## src/rtl/button_event_gen.sv

```systemverilog
// Turns a debounced button level into registered one-cycle UI events
// (press, short/long release, long press, auto-repeat) plus a held level.
module button_event_gen #(
  parameter int LONG_CNT   = 50_000_000,
  parameter int REPEAT_CNT = 10_000_000,
  parameter int CNT_W      = 26
) (
  input  logic clk,
  input  logic rst,
  input  logic btn_level,
  output logic press,
  output logic short_release,
  output logic long_press,
  output logic repeat_pulse,
  output logic long_release,
  output logic held
);

  typedef enum logic [1:0] {
    WAIT_LOW = 2'd0,
    IDLE     = 2'd1,
    PRESSED  = 2'd2,
    LONG     = 2'd3
  } state_t;

  localparam logic [CNT_W-1:0] LONG_LAST   = CNT_W'(LONG_CNT - 1);
  localparam logic [CNT_W-1:0] REPEAT_LAST = CNT_W'(REPEAT_CNT - 1);

  state_t           state_reg, state_next;
  logic [CNT_W-1:0] cnt_reg, cnt_next;
  logic             press_next, short_release_next, long_press_next;
  logic             repeat_pulse_next, long_release_next, held_next;

  // Counter counts edges spent in the current state; the threshold edge
  // fires the pulse so it appears exactly LONG_CNT / REPEAT_CNT cycles later.
  always_comb begin
    state_next         = state_reg;
    cnt_next           = cnt_reg;
    press_next         = 1'b0;
    short_release_next = 1'b0;
    long_press_next    = 1'b0;
    repeat_pulse_next  = 1'b0;
    long_release_next  = 1'b0;
    case (state_reg)
      WAIT_LOW: begin
        if (!btn_level) state_next = IDLE;
      end
      IDLE: begin
        if (btn_level) begin
          state_next = PRESSED;
          press_next = 1'b1;
          cnt_next   = '0;
        end
      end
      PRESSED: begin
        if (!btn_level) begin
          state_next         = IDLE;
          short_release_next = 1'b1;
        end else if (cnt_reg == LONG_LAST) begin
          state_next      = LONG;
          long_press_next = 1'b1;
          cnt_next        = '0;
        end else begin
          cnt_next = cnt_reg + 1'b1;
        end
      end
      LONG: begin
        if (!btn_level) begin
          state_next        = IDLE;
          long_release_next = 1'b1;
        end else if (cnt_reg == REPEAT_LAST) begin
          repeat_pulse_next = 1'b1;
          cnt_next          = '0;
        end else begin
          cnt_next = cnt_reg + 1'b1;
        end
      end
      default: state_next = WAIT_LOW;
    endcase
    held_next = (state_next == PRESSED) || (state_next == LONG);
  end

  always_ff @(posedge clk) begin
    if (rst) begin
      state_reg     <= WAIT_LOW;
      cnt_reg       <= '0;
      press         <= 1'b0;
      short_release <= 1'b0;
      long_press    <= 1'b0;
      repeat_pulse  <= 1'b0;
      long_release  <= 1'b0;
      held          <= 1'b0;
    end else begin
      state_reg     <= state_next;
      cnt_reg       <= cnt_next;
      press         <= press_next;
      short_release <= short_release_next;
      long_press    <= long_press_next;
      repeat_pulse  <= repeat_pulse_next;
      long_release  <= long_release_next;
      held          <= held_next;
    end
  end

endmodule

```

## config.mk

```make
export PLATFORM = sky130hd
export DESIGN_NAME = button_event_gen
export DESIGN_NICKNAME = d
export VERILOG_FILES = /design/src/rtl/button_event_gen.sv
export SDC_FILE = /design/constraint.sdc
export NUM_CORES = 1
export LEC_CHECK = 0
export BUFFER_PORTS_ARGS = -buffer_cell sky130_fd_sc_hd__buf_2
export CAP_MARGIN = 10
export CORE_MARGIN = 2
export CORE_UTILIZATION = 45
export DETAILED_ROUTE_END_ITERATION = 7
export SLEW_MARGIN = 5
export SYNTH_ARGS = -nofsm -noshare
export SYNTH_HDL_FRONTEND = slang
export SYNTH_SLANG_ARGS = --single-unit
```

## constraint.sdc

```tcl
create_clock -name clk -period 3.9 [get_ports clk]
set_input_delay 0.39 -clock clk [delete_from_list [all_inputs] [get_ports clk]]
set_output_delay 0.39 -clock clk [all_outputs]
set_load 0.01 [all_outputs]
```

==> run_results.csv <==
group,metric,value,unit
status,run_status,"finished, final reports clean",
yosys,synth_cells,203,
die,die_h,65.2,um
finish,regArea,661,um^2
yosys,synth_cell_type_count,42,
global_routing,gr-usage-met3,4.11,%
pwr,vdd_drop_max,0.222,mV
global_routing,grt.met1_usage,26.0,%
finish,final.fill_count,366,
sta,final_hold_fails,0,
sta,slew_violations,0,
finish,area_delta_synth_final,10.2,%
placement,detailedPlacementHpwl,2470,um
clock_tree,cts_hold_buffers,0,
sta,setup-tns-final,0,ns
worst_setup_path,path_class,"reg2reg",
yosys,combinational_family_with_the_most_area_after_synthesis,"simple AND/OR/NAND/NOR gates",
sta,clock_skew,0.00147,ns
die,floorplan.initialDensity,46.4,%
yosys,syn_area,0.00169,mm^2
pwr,total_leakage_power,0.607,nW
yosys,synth-main-ff-cell,"dfxtp_1",
job,max-cap-violations,0,
yosys,cell_type_with_the_largest_total_area_after_synthesis,"dfxtp_1",
yosys,yosys.cell_count.top_type,"dfxtp_1",
hold_path,hold_path.startpoint,"btn_level",
placement,place_inst,252,
global_routing,antenna_found_initial,0,
sta,setup_repair_after_global_routing_missed_its_margin,"no",
finish,final_net_count,219,
detailed_routing,drt-vias-per-instance,5.43,
global_routing,grt_pass1_vias,1308,
clock_tree,cts_sinks,33,
sta,clock.fmax,406,MHz
yosys,synthesis.area_per_instance,8.30,um^2
yosys,synth_fa_ha_area_share,3.71,%
yosys,seq_area_frac_synth,39.2,%
detailed_routing,detail_route.drc_violations,0,
yosys,synth_simple_gate_area_share,32.1,%
pwr,power_per_cell_area,370,mW/mm^2
worst_setup_path,crit_path_start_kind,"flip-flop",
sta,worstMarginPinSlew,0.792,ns
finish,antennaDiodeCount,0,
worst_setup_path,timing.critical_path.slowest_cell_delay,0.58,ns
finish,drive_above_1_share,12.3,%
die,die_ar,0.00425,mm^2
global_routing,grt_first_pass_wirelength,6180,um
yosys,compound_cell_area_share_of_the_yosys_netlist,11.7,%
worst_setup_path,r2r_slack,1.44,ns
die,core_area,0.00363,mm^2
worst_setup_path,timing.rr.end,"cnt_reg[25]",
yosys,main_area_contributors_after_synthesis,"dfxtp_1 (39%), xnor2_1 (7.8%), nor2_1 (5.1%)",
detailed_routing,first_pass_drt_iterations,4,
yosys,synth-xor-area-share,8.83,%
sta,timing.final.crit_period,2.46,ns
worst_setup_path,worst_ep_arrival_time,2.68,ns
yosys,synth_largest_type_area_fraction,39.2,%
global_routing,track_usage,18.7,%
clock_tree,htree_levels,2,
detailed_routing,via_count,1412,
die,rows,22,
hold_path,hold_path_depth,2,
worst_setup_path,rr_worst_depth,8,
clock_tree,worst_skew_pair.late_latency,0.28,ns
clock_tree,cts.root.buffer_cell,"clkbuf_8",
worst_setup_path,setup.worst_path.end_class,"flip-flop",
die,die_w,65.2,um
clock_tree,clock_tree_from_tritoncts,"done",
clock_tree,cts-resized-gates,0,
worst_setup_path,crit_path_start,"state_reg[0]",
placement,finalWeightedCongestion,0.818,
yosys,synth-warning-count,0,
global_routing,globalRouteOverflowTotal,0,
detailed_routing,final_antenna_net_count,0,
detailed_routing,wl_per_cell,13.2,um
worst_setup_path,crit_path_top_delay_cell,"or4_4",
finish,layout.cells.non_filler,260,
detailed_routing,detail_route.iter0.violations,92,
worst_setup_path,timing.rr.start,"state_reg[0]",
yosys,synth.area.mux_share,0,%
clock_tree,cts_buffer_depth,2,
finish,multi_input_area,950,um^2
global_routing,global_route.peak_usage_layer,"met2",
global_routing,groute.layer.met2.usage,28.2,%
yosys,ys_ff_latch,33,
global_routing,grt_max_degree,21,
worst_setup_path,worstPathBufferInverterCount,2,
worst_setup_path,critPathMaxFanout,20,
die,top_level_ports,9,
clock_tree,cts_setup_buffers,0,
yosys,mappedNetlistNets,211,
yosys,asyncSetResetFlopFracSynth,0,%
hold_path,timing.hold.worst.class,"in2reg",
finish,largest_reg_flops,26,
hold_path,hold-path-endpoint,"long_release",
placement,place.port_buffers,8,
yosys,synth_cell_count_leaders,"dfxtp_1 (33), nor2_1 (23), nand2_1 (18)",
yosys,synth_enable_flop_cells,0,
sta,final_min_period_over_clock_period,63.1,%
sta,max_slew_margin,47.1,%
clock_tree,clock_pin_transition_on_the_worst_setup_and_hold_timing_paths,0.06,ns
worst_setup_path,crit_required,4.12,ns
clock_tree,tritoncts.num_buffers,5,
sta,setup_viol_count_final,0,
worst_setup_path,crit_path_cell_trace,"inv_1 -> ha_1 -> nor3_1 -> o21ai_1 -> buf_4 -> or4_4 -> or3_1 -> a21oi_2",
worst_setup_path,critPathTopFamily,"simple AND/OR/NAND/NOR gates",
detailed_routing,wirelength,3440,um
-- per-stage QoR --
| step | power [W] | hold WS (ns) | area, um^2 | utilization, % | setup slack (ns) |
|---|---|---|---|---|---|
| after detailed placement | 0.000417 | 0.488 | 1760 | 48.3 | 1.43 |
| after CTS | 0.000696 | 0.435 | 1860 | 51.1 | 1.43 |
| after global routing | 0.000724 | 0.463 | 1860 | 51.1 | 1.25 |
| after floorplan | 0.000400 | 0.462 | 1690 | - | 1.75 |
| after global placement | 0.000416 | 0.477 | 1760 | 48.3 | 1.47 |
| final | 0.000686 | 0.438 | 1860 | 51.1 | 1.44 |
-- cell type report --
cell class / instances / share of cell area [%]
Sequential cell: 33 / 35.6
Tap cell: 48 / 3.23
Multi-Input combinational cell: 153 / 51.1
Timing Repair Buffer: 10 / 2.96
Clock inverter: 1 / 0.270
Inverter: 8 / 1.62
Clock buffer: 7 / 5.19
-- worst reg2reg max path, stage by stage (launching register included) --
cell,delay [ns]
dfxtp_1,0.40
inv_1,0.07
ha_1,0.24
nor3_1,0.31
o21ai_1,0.09
buf_4,0.21
or4_4,0.58
or3_1,0.37
a21oi_2,0.13
-- layer usage --
layer | share of wire, % | vias to the layer above
li1 | - | 738
met1 | 49 | 645
met2 | 46 | 24
met3 | 3.9 | 5
met4 | 1.2 | 0
met5 | 0 | -
-- logic make-up (layout without fill, tap and decap cells) --
family,Yosys count,count (layout)
and+or+nand+nor,101,101
DFF,33,33
AOI/OAI and AO/OA,30,30
xor gates and xnor gates,17,17
buffers and inverters,17,26
adders and majority gates,5,5
-- power by group --
group | leakage (nW) | internal, W | total, W | switching, W
registers | 0.266 | 0.000340 | 0.000344 | 0.00000348
clock network | 0.0542 | 0.000159 | 0.000277 | 0.000118
logic | 0.287 | 0.0000206 | 0.0000658 | 0.0000452
total | 0.607 | 0.000520 | 0.000686 | 0.000166
-- cells in the final DEF, fill, tap and decap left out, drive strengths merged, types with 3 or more instances in the layout --
master,instances
dfxtp,33
nor2,23
nand2,18
xnor2,15
nor3,11
a21oi,11
buf,10
nor4,9
inv,8
nand3,8
clkbuf,7
or3,6
nand4,5
ha,5
o21ai,5
and3,4
o22ai,4
nor3b,3
-- worst max path at each step --
stage / to / slack (ns) / cells past startpoint
floorplan: cnt_reg[25] / 1.75 / 7
global placement: cnt_reg[25] / 1.47 / 8
detailed placement: cnt_reg[25] / 1.43 / 8
CTS: cnt_reg[25] / 1.43 / 8
global route: cnt_reg[25] / 1.25 / 8
finish: cnt_reg[25] / 1.44 / 8
Note: power is estimated with default switching activity, not from simulation.
